`src/rtl/shift_stepper_pkg.sv`:
```
// Shared definitions for the stepped shifter controller: state encoding and
// default data / distance widths.
package shift_stepper_pkg;

  localparam int SHIFT_WIDTH = 5;
  localparam int DIST_W      = 3;

  typedef enum logic [1:0] {
    S_IDLE = 2'd0,
    S_RUN  = 2'd1,
    S_DONE = 2'd2
  } state_e;

endpackage

```
`src/rtl/shift_stepper_tick_gen.sv`:
```
// Prescaler: counts 0..TICK_DIV-1 while enabled and flags the last count so
// the controller can take one shift step per TICK_DIV cycles.
module tick_gen #(
  parameter int TICK_DIV = 4
) (
  input  logic clk,
  input  logic rst,
  input  logic clear,
  input  logic enable,
  output logic tick
);

  localparam int CW = (TICK_DIV > 1) ? $clog2(TICK_DIV) : 1;
  localparam logic [CW-1:0] LAST = CW'(TICK_DIV - 1);

  logic [CW-1:0] count_q;
  logic [CW-1:0] count_d;

  assign tick = (count_q == LAST);

  always_comb begin
    count_d = count_q;
    if (clear) begin
      count_d = '0;
    end else if (enable) begin
      count_d = tick ? '0 : count_q + 1'b1;
    end
  end

  always_ff @(posedge clk) begin
    if (rst) begin
      count_q <= '0;
    end else begin
      count_q <= count_d;
    end
  end

endmodule

```
`src/rtl/shift_stepper.sv`:
```
// Steps an external combinational shifter from distance 0 up to a latched
// target, one step per TICK_DIV cycles, registering each shifter result.
module shift_stepper
  import shift_stepper_pkg::*;
#(
  parameter int TICK_DIV = 4,
  parameter int WIDTH    = SHIFT_WIDTH
) (
  input  logic              clk,
  input  logic              rst,
  input  logic              start,
  input  logic [WIDTH-1:0]  operand,
  input  logic              dir,
  input  logic [DIST_W-1:0] target,
  output logic [WIDTH-1:0]  sh_in,
  output logic [DIST_W-1:0] sh_distance,
  output logic              sh_direction,
  input  logic [WIDTH-1:0]  sh_out,
  output logic [WIDTH-1:0]  result,
  output logic              busy,
  output logic              done,
  output state_e            state_o
);

  // Handshake: start is a one-cycle request that is taken only in IDLE;
  // while busy or done is high the block is not ready and start is dropped.
  state_e              state_q, state_d;
  logic [WIDTH-1:0]    operand_q, operand_d;
  logic                dir_q, dir_d;
  logic [DIST_W-1:0]   target_q, target_d;
  logic [DIST_W-1:0]   dist_q, dist_d;
  logic [WIDTH-1:0]    result_q, result_d;
  logic                tick;

  tick_gen #(
    .TICK_DIV (TICK_DIV)
  ) u_tick_gen (
    .clk    (clk),
    .rst    (rst),
    .clear  (state_q != S_RUN),
    .enable (state_q == S_RUN),
    .tick   (tick)
  );

  always_comb begin
    state_d   = state_q;
    operand_d = operand_q;
    dir_d     = dir_q;
    target_d  = target_q;
    dist_d    = dist_q;
    result_d  = result_q;
    case (state_q)
      S_IDLE: begin
        if (start) begin
          operand_d = operand;
          dir_d     = dir;
          target_d  = target;
          dist_d    = '0;
          state_d   = S_RUN;
        end
      end
      S_RUN: begin
        if (tick) begin
          result_d = sh_out;
          // Stop at the target so the distance never runs past it or wraps.
          if (dist_q == target_q) begin
            state_d = S_DONE;
          end else begin
            dist_d = dist_q + 1'b1;
          end
        end
      end
      S_DONE: begin
        state_d = S_IDLE;
      end
      default: begin
        state_d = S_IDLE;
      end
    endcase
  end

  always_ff @(posedge clk) begin
    if (rst) begin
      state_q   <= S_IDLE;
      operand_q <= '0;
      dir_q     <= 1'b0;
      target_q  <= '0;
      dist_q    <= '0;
      result_q  <= '0;
    end else begin
      state_q   <= state_d;
      operand_q <= operand_d;
      dir_q     <= dir_d;
      target_q  <= target_d;
      dist_q    <= dist_d;
      result_q  <= result_d;
    end
  end

  assign sh_in        = operand_q;
  assign sh_distance  = dist_q;
  assign sh_direction = dir_q;
  assign result       = result_q;
  assign busy         = (state_q == S_RUN);
  assign done         = (state_q == S_DONE);
  assign state_o      = state_q;

endmodule

```
`config.mk`:
```
export PLATFORM = sky130hd
export DESIGN_NAME = shift_stepper
export DESIGN_NICKNAME = d
export VERILOG_FILES = /design/src/rtl/shift_stepper_pkg.sv /design/src/rtl/shift_stepper_tick_gen.sv /design/src/rtl/shift_stepper.sv
export SDC_FILE = /design/constraint.sdc
export NUM_CORES = 1
export LEC_CHECK = 0
export ABC_AREA = 1
export BUFFER_PORTS_ARGS = -buffer_cell sky130_fd_sc_hd__buf_4
export CAP_MARGIN = 5
export CORE_ASPECT_RATIO = 0.9
export CORE_UTILIZATION = 46
export CTS_CLUSTER_SIZE = 10
export DETAILED_ROUTE_END_ITERATION = 8
export PLACE_DENSITY = 0.74
export SYNTH_ARGS = -nofsm -noshare
export SYNTH_HDL_FRONTEND = slang
export SYNTH_SLANG_ARGS = --single-unit
export TNS_END_PERCENT = 10
```
`constraint.sdc`:
```
create_clock -name clk -period 1.2 [get_ports clk]
set_input_delay 0 -clock clk [delete_from_list [all_inputs] [get_ports clk]]
set_output_delay 0 -clock clk [all_outputs]
set_load 0.02 [all_outputs]
```
==> flow_summary.ini, run 1 <==
[place]
io_buffers = 34
dp_hpwl_um = 1430
place_ws_ps = 67.1
gp_congestion = 0.780

[power_and_ir_drop]
power.leakage_nw = 0.616
ir_worst_vdd_mv = 0.758
finalPower_mw = 1.48
p_per_area_nw_per_um2 = 1080
p_clk_share_pct = 22.1
swShare_pct = 29.3
p_int_mw = 1.05
p_sw_mw = 0.434
power_frac_comb_pct = 25.6
power_frac_seq_pct = 52.4

[sta]
grt_setup_unrepaired = yes
hold_viol = 0
worstMarginPinSlew_ps = 330
period_share_pct = 92.4
skew_ps = 3.62
max_slew_margin_pct = 78.0
fmax_mhz = 902
fin_crit_ps = 1110
fin_ws_ps = 91.8
setup_viol = 0
slew_violations = 0

[clock_tree]
cts_root_buf = clkbuf_4
clock-sinks = 21
h-tree-depth = 1
clk_pin_slew_ps = 110
postCtsSetupRepairBufs = 0
insertion_delay_ps = 290
cts_buffers = 3
cts_tree = yes
clockBufferDepth = 2

[outcome]
outcome = completed

[floorplanning]
core-area_um2 = 1750
rows = 14
die_w_um = 48.7
dieHeight_um = 44.1
io_pins = 35
die_area_um2 = 2150
start_util_pct = 51.6

[route]
ant_nets = 0
totalWireLength_um = 2210
first_pass_iters = 4
drtIter0Drc = 12
vias = 904
routed_via_density = 4.68
routedWlPerCell_um = 11.5
drc = 0

[critical_path]
r2r_setup_slack_ps = 90
r2r_end = sh_in[3]
reg2reg_from = state_o[0]
arrival_ps = 1310
worstSetupPathType = flop to flop
crit_fanout = 10
worstSetupEndpointType = flop
path_buf_inv = 1
slowest_stage = dfxtp_2
path_common_cell = nor2_1
critPathMaxStageDelay_ps = 370
critical_path_required_ps = 1400
cp_cell_sequence = nor2_1 > nand2_2 > buf_4 > o21ai_0 > nor2_1
path_delay_family = flip-flops
cp-start-kind = flop
rr_worst_depth = 5

[synthesis]
ys_ff_latch = 21
netlist_area_um2 = 905
synth_cell_types = 19
synth_cells = 117
seq_area_frac_synth_pct = 46.5
synth_nets = 136
synth_ff_type = dfxtp_1
synth_edf_count = 0
ys_warn_count = 0
synth.avg_cell_area_um2 = 7.73
synth-async-reset-ratio_pct = 0

[hold_path]
hold_depth = 5
worstHoldEndpoint = state_o[1]
holdCritStartpoint = start
hp-class = input pin to flop

[cells_and_area]
syn_to_final_growth_pct = 51.6
diodes = 0
final_nets = 189
drive_gt1_share_pct = 30.8
fillCellCount = 134

[global_routing]
grt_max_degree = 13
grt_overflow = 0
grt_pass1_vias = 866
grt_antenna_before_repair = 0
grt_pass1_wl_um = 3690
grt_usage_pct = 23.6

[flow_run]
drv_cap = 0
[cells in the mapped netlist (2+ instances only)]
master | n | share of area, %
nor2_1 | 28 | 12
dfxtp_1 | 21 | 46
nand2_1 | 16 | 6.6
a21oi_1 | 10 | 5.5
inv_1 | 9 | 3.7
nand3_1 | 8 | 4.4
o21ai_0 | 7 | 3.9
nand2_2 | 3 | 2.1
buf_2 | 2 | 1.1
ha_1 | 2 | 2.8
nand2_8 | 2 | 4.4
o21ai_1 | 2 | 1.1
[logic make-up (layout without fill, tap and decap cells)]
| logic type | after synthesis | after routing | synth area share, % |
|---|---|---|---|
| and+or+nand+nor | 61 | 61 | 32.4 |
| DFF | 21 | 21 | 46.5 |
| AOI/OAI and AO/OA | 19 | 19 | 10.5 |
| buffers and inverters | 13 | 65 | 6.92 |
| adders and majority gates | 2 | 2 | 2.77 |
| xor gates and xnor gates | 1 | 1 | 0.968 |
[sequential cells by signal (all words and copies together) (netlist names)]
register            flops
sh_distance             3
sh_direction            1
result                  5
target_q                3
sh_in                   5
u_tick_gen.count_q      2
state_o                 2
[area by class of cell]
class | count | area [um^2] | share of cell area, %
flip-flops and latches | 21 | 425 | 31.0
multi-input cells | 83 | 424 | 30.9
repair buffers | 51 | 420 | 30.7
inverters | 10 | 45.0 | 3.28
well taps | 24 | 30.0 | 2.19
clock buffers | 4 | 26.3 | 1.92
[power groups by stage]
stage / Combinational, mW / Clock, mW / Sequential (mW)
2_1_floorplan: 0.174 / 0 / 0.820
3_3_place_gp: 0.325 / 0 / 0.786
5_1_grt: 0.418 / 0.374 / 0.780
3_5_place_dp: 0.333 / 0 / 0.788
6_report: 0.378 / 0.327 / 0.775
4_1_cts: 0.372 / 0.341 / 0.773
[cell usage in the layout, fill, tap and decap left out]
cell type / instances
nor3_1: 1
nand3_1: 8
ha_2: 1
dfxtp_1: 17
clkbuf_4: 3
ha_1: 1
dlygate4sd3_1: 15
nand2_1: 16
o21ai_0: 4
buf_4: 36
nor2_1: 28
or2_1: 1
nor2_2: 1
clkbuf_1: 1
nand2_2: 3
nand2_4: 1
xnor2_1: 1
a21oi_1: 10
inv_1: 9
o21ai_1: 5
dfxtp_2: 4
inv_8: 1
nand2_8: 2
[layer usage]
metal	GRT usage, %	vias to the layer above	routed length, um
li1	-	475	-
met1	27.5	400	1020
met2	41.1	23	1070
met3	4.12	6	64
met4	14.7	0	64
met5	0	-	0
[how the worst max path moves through the flow]
stage,start,end,depth (start not counted),slack (ps)
finish,state_o[0],sh_in[3],5,90
global route,state_o[0],target_q[1],5,-20
CTS,state_o[0],sh_in[3],5,50
detailed placement,state_o[0],sh_in[3],5,70
global placement,state_o[0],target_q[1],5,120
floorplan,state_o[0],sh_distance[2],7,30
[per-stage QoR]
| stage | hold slack, ps | TNS (ps) | cell area, um^2 | utilization, % | std cells |
|---|---|---|---|---|---|
| floorplan | 146 | 0 | 905 | - | 117 |
| global placement | 235 | 0 | 1190 | 67.8 | 174 |
| detailed placement | 253 | 0 | 1190 | 67.8 | 174 |
| CTS | 131 | 0 | 1360 | 77.9 | 193 |
| global route | 147 | -20.6 | 1370 | 78.3 | 193 |
| finish | 138 | 0 | 1370 | 78.3 | 193 |
[tightest hold or removal path, cell delays in order]
cell	delay, ps
buf_4	110
nand2_2	120
nand2_8	70
nand2_1	50
nor2_1	30
[timing repair]
| action | CTS | global route |
|---|---|---|
| hold buffers | 15 | 0 |
| gates resized for setup | 0 | 8 |
| setup endpoints to repair | 0 | 15 |
| hold endpoints to repair | 18 | 0 |
Power figures use the tool's default switching activity.
==> inputs of run 2 (changes only) <==
--- a/config.mk
+++ b/config.mk
@@ -6,14 +6,15 @@
 export NUM_CORES = 1
 export LEC_CHECK = 0
 export ABC_AREA = 1
-export BUFFER_PORTS_ARGS = -buffer_cell sky130_fd_sc_hd__buf_4
 export CAP_MARGIN = 5
 export CORE_ASPECT_RATIO = 0.9
-export CORE_UTILIZATION = 46
+export CORE_UTILIZATION = 50
 export CTS_CLUSTER_SIZE = 10
 export DETAILED_ROUTE_END_ITERATION = 8
-export PLACE_DENSITY = 0.74
+export DONT_BUFFER_PORTS = 1
+export PLACE_DENSITY = 0.63
 export SYNTH_ARGS = -nofsm -noshare
 export SYNTH_HDL_FRONTEND = slang
+export SYNTH_HIERARCHICAL = 1
 export SYNTH_SLANG_ARGS = --single-unit
 export TNS_END_PERCENT = 10
==> flow_summary.ini, run 2 <==
[synthesis]
ys_ff_latch = 21
synth_cell_types = 19
synth_top_area_share_pct = 46.1
synth_edf_count = 0
synth_nets = 143
netlist_top_cells_count = 24 x nand2_1, 22 x nor2_1, 21 x dfxtp_1
synth.avg_cell_area_um2 = 7.36
synth_top_cell_by_area = dfxtp_1
synth_area_leaders = dfxtp_1 46%, nand2_1 9.9%, nor2_1 9.1%
ys_warn_count = 6
netlist_area_um2 = 912
synth_most_common_cell = nand2_1
synth-async-reset-ratio_pct = 0
synth_cells = 124
seq_area_frac_synth_pct = 46.1
synth_ff_type = dfxtp_1

[hold_path]
hp-class = input pin to flop

[clock_tree]
insertion_delay_ps = 290
cts_buffers = 3
cts_root_buf = clkbuf_4
clk_pin_slew_ps = 120
cts_tree = yes
h-tree-depth = 1
clockBufferDepth = 2
clock-sinks = 21

[critical_path]
crit_fanout = 6
critPathMaxStageDelay_ps = 370
r2r_setup_slack_ps = -20
reg2reg_from = u_tick_gen/count_q[0]
slowest_stage = dfxtp_4
crit_end = sh_distance[1]
r2r_end = sh_distance[1]
worstSetupPathType = flop to flop
cp_cell_sequence = ha_4 > or2_4 > o21ai_4 > inv_6 > a21oi_1 > nor2_1
cp-start-kind = flop
critical_path_required_ps = 1400
startpoint = u_tick_gen/count_q[0]
rr_worst_depth = 6
arrival_ps = 1420
worstSetupEndpointType = flop

[global_routing]
grt_pass1_vias = 804
grt_antenna_before_repair = 0
grt_overflow = 0
grt_max_degree = 13
grt_pass1_wl_um = 3220
grt_usage_pct = 22.5

[power_and_ir_drop]
p_per_area_nw_per_um2 = 1390
ir_worst_vdd_mv = 1.05
power.leakage_nw = 0.523

[route]
routed_via_density = 4.85
routedWlPerCell_um = 11.5
first_pass_iters = 4
drc = 0
ant_nets = 0
drtIter0Drc = 11
totalWireLength_um = 2030
vias = 853

[sta]
grt_setup_unrepaired = yes
setup_tns_ps = -30.1
setup_viol = 2
period_share_pct = 102
max_slew_margin_pct = 75.4
skew_ps = 2.95
hold_viol = 4
worstMarginPinSlew_ps = 367
slew_violations = 0
hold_ws_ps = -20.0
fmax_mhz = 817
fin_ws_ps = -24.7
fin_crit_ps = 1220

[floorplanning]
core-area_um2 = 1700
die_area_um2 = 2000
rows = 14
dieHeight_um = 42.5
start_util_pct = 53.7
io_pins = 35
die_w_um = 47.0

[cells_and_area]
final_cell_mix = 23 x nand2_1, 21 x nor2_1, 16 x dlygate4sd3_1
final_nets = 172
layout_commonest_cell = nand2_1
syn_to_final_growth_pct = 35.9
diodes = 0
drive_gt1_share_pct = 23.0

[place]
io_buffers = 0
dp_hpwl_um = 1360
place_ws_ps = 1.52
gp_congestion = 0.808

[outcome]
failed_checks = hold timing, setup timing
outcome = finished, violations left

[flow_run]
drv_cap = 0
[run 2: cell types whose count changed after synthesis, moves of 2 or more]
| cell | previous run | this run |
|---|---|---|
| clkbuf_1 | 0 | 2 |
| inv_1 | 9 | 11 |
| nand2_1 | 16 | 24 |
| nand2_8 | 2 | 0 |
| nand3_1 | 8 | 10 |
| nor2_1 | 28 | 22 |
| o21ai_0 | 7 | 9 |
| o21ai_1 | 2 | 0 |
[run 2: worst max-delay path: cells and delay by family (launching register included)]
kind / cells / cell delay, ps
flops: 1 / 370
simple gates: 2 / 320
compound gates: 2 / 220
fa+ha+maj: 1 / 150
buf+inv: 1 / 60
[run 2: through the flow]
step	hold WS, ps	area (um^2)	utilization, %	std cells	power, mW
global placement	63.7	1030	60.6	156	1.32
global route	14.8	1240	73.0	176	1.84
CTS	-96.1	1210	71.3	175	1.72
finish	-20.0	1240	73.0	176	1.73
detailed placement	67.3	1030	60.6	156	1.34
floorplan	143	930	-	124	1.20
[run 2: layout make-up]
type                       count  area [um^2]
fill                         141          459
multi-input combinational     87          453
sequential                    21          430
timing repair buffer          27          243
inverter                      13         56.3
tap                           24         30.0
clock buffer                   3         22.5
clock inverter                 1         5.00
[run 2: what timing repair did]
action                                  4_1_cts  5_1_grt
hold endpoints to repair                     20        1
pin swaps                                     0        1
resized for setup                             3        7
endpoints found under the setup margin        4       12
setup buffers                                 0        0
hold buffers                                 15        1
[run 2: worst min path at each step]
stage / depth (start not counted) / endpoint / start
finish: 3 / sh_direction / start
global route: 4 / state_o[0] / start
CTS: 2 / target_q[1] / target[1]
global placement: 1 / sh_distance[2] / rst
detailed placement: 1 / sh_distance[2] / rst
floorplan: 3 / u_tick_gen/count_q[0] / rst
[run 2: cells by family (layout without fill, tap and decap cells)]
| family | count (synthesis) | after routing | synth area share (%) |
|---|---|---|---|
| buffers and inverters | 16 | 44 | 7.27 |
| adder cells (fa/ha/maj) | 2 | 2 | 2.74 |
| AND/OR/NAND/NOR | 62 | 62 | 28.8 |
| AO/OA/AOI/OAI | 21 | 21 | 13.2 |
| XOR/XNOR | 2 | 2 | 1.92 |
| flip-flops | 21 | 21 | 46.1 |
[run 2: layer usage]
metal	track usage (%)	routed length, um	vias up
li1	-	-	451
met1	27.3	897	375
met2	38.1	1030	25
met3	5.60	90	2
met4	6.86	14	0
met5	0	0	-
[run 2: report_power, final]
group          internal [mW]  switching [mW]
registers              0.768          0.0836
logic                  0.229           0.315
clock network          0.124           0.207
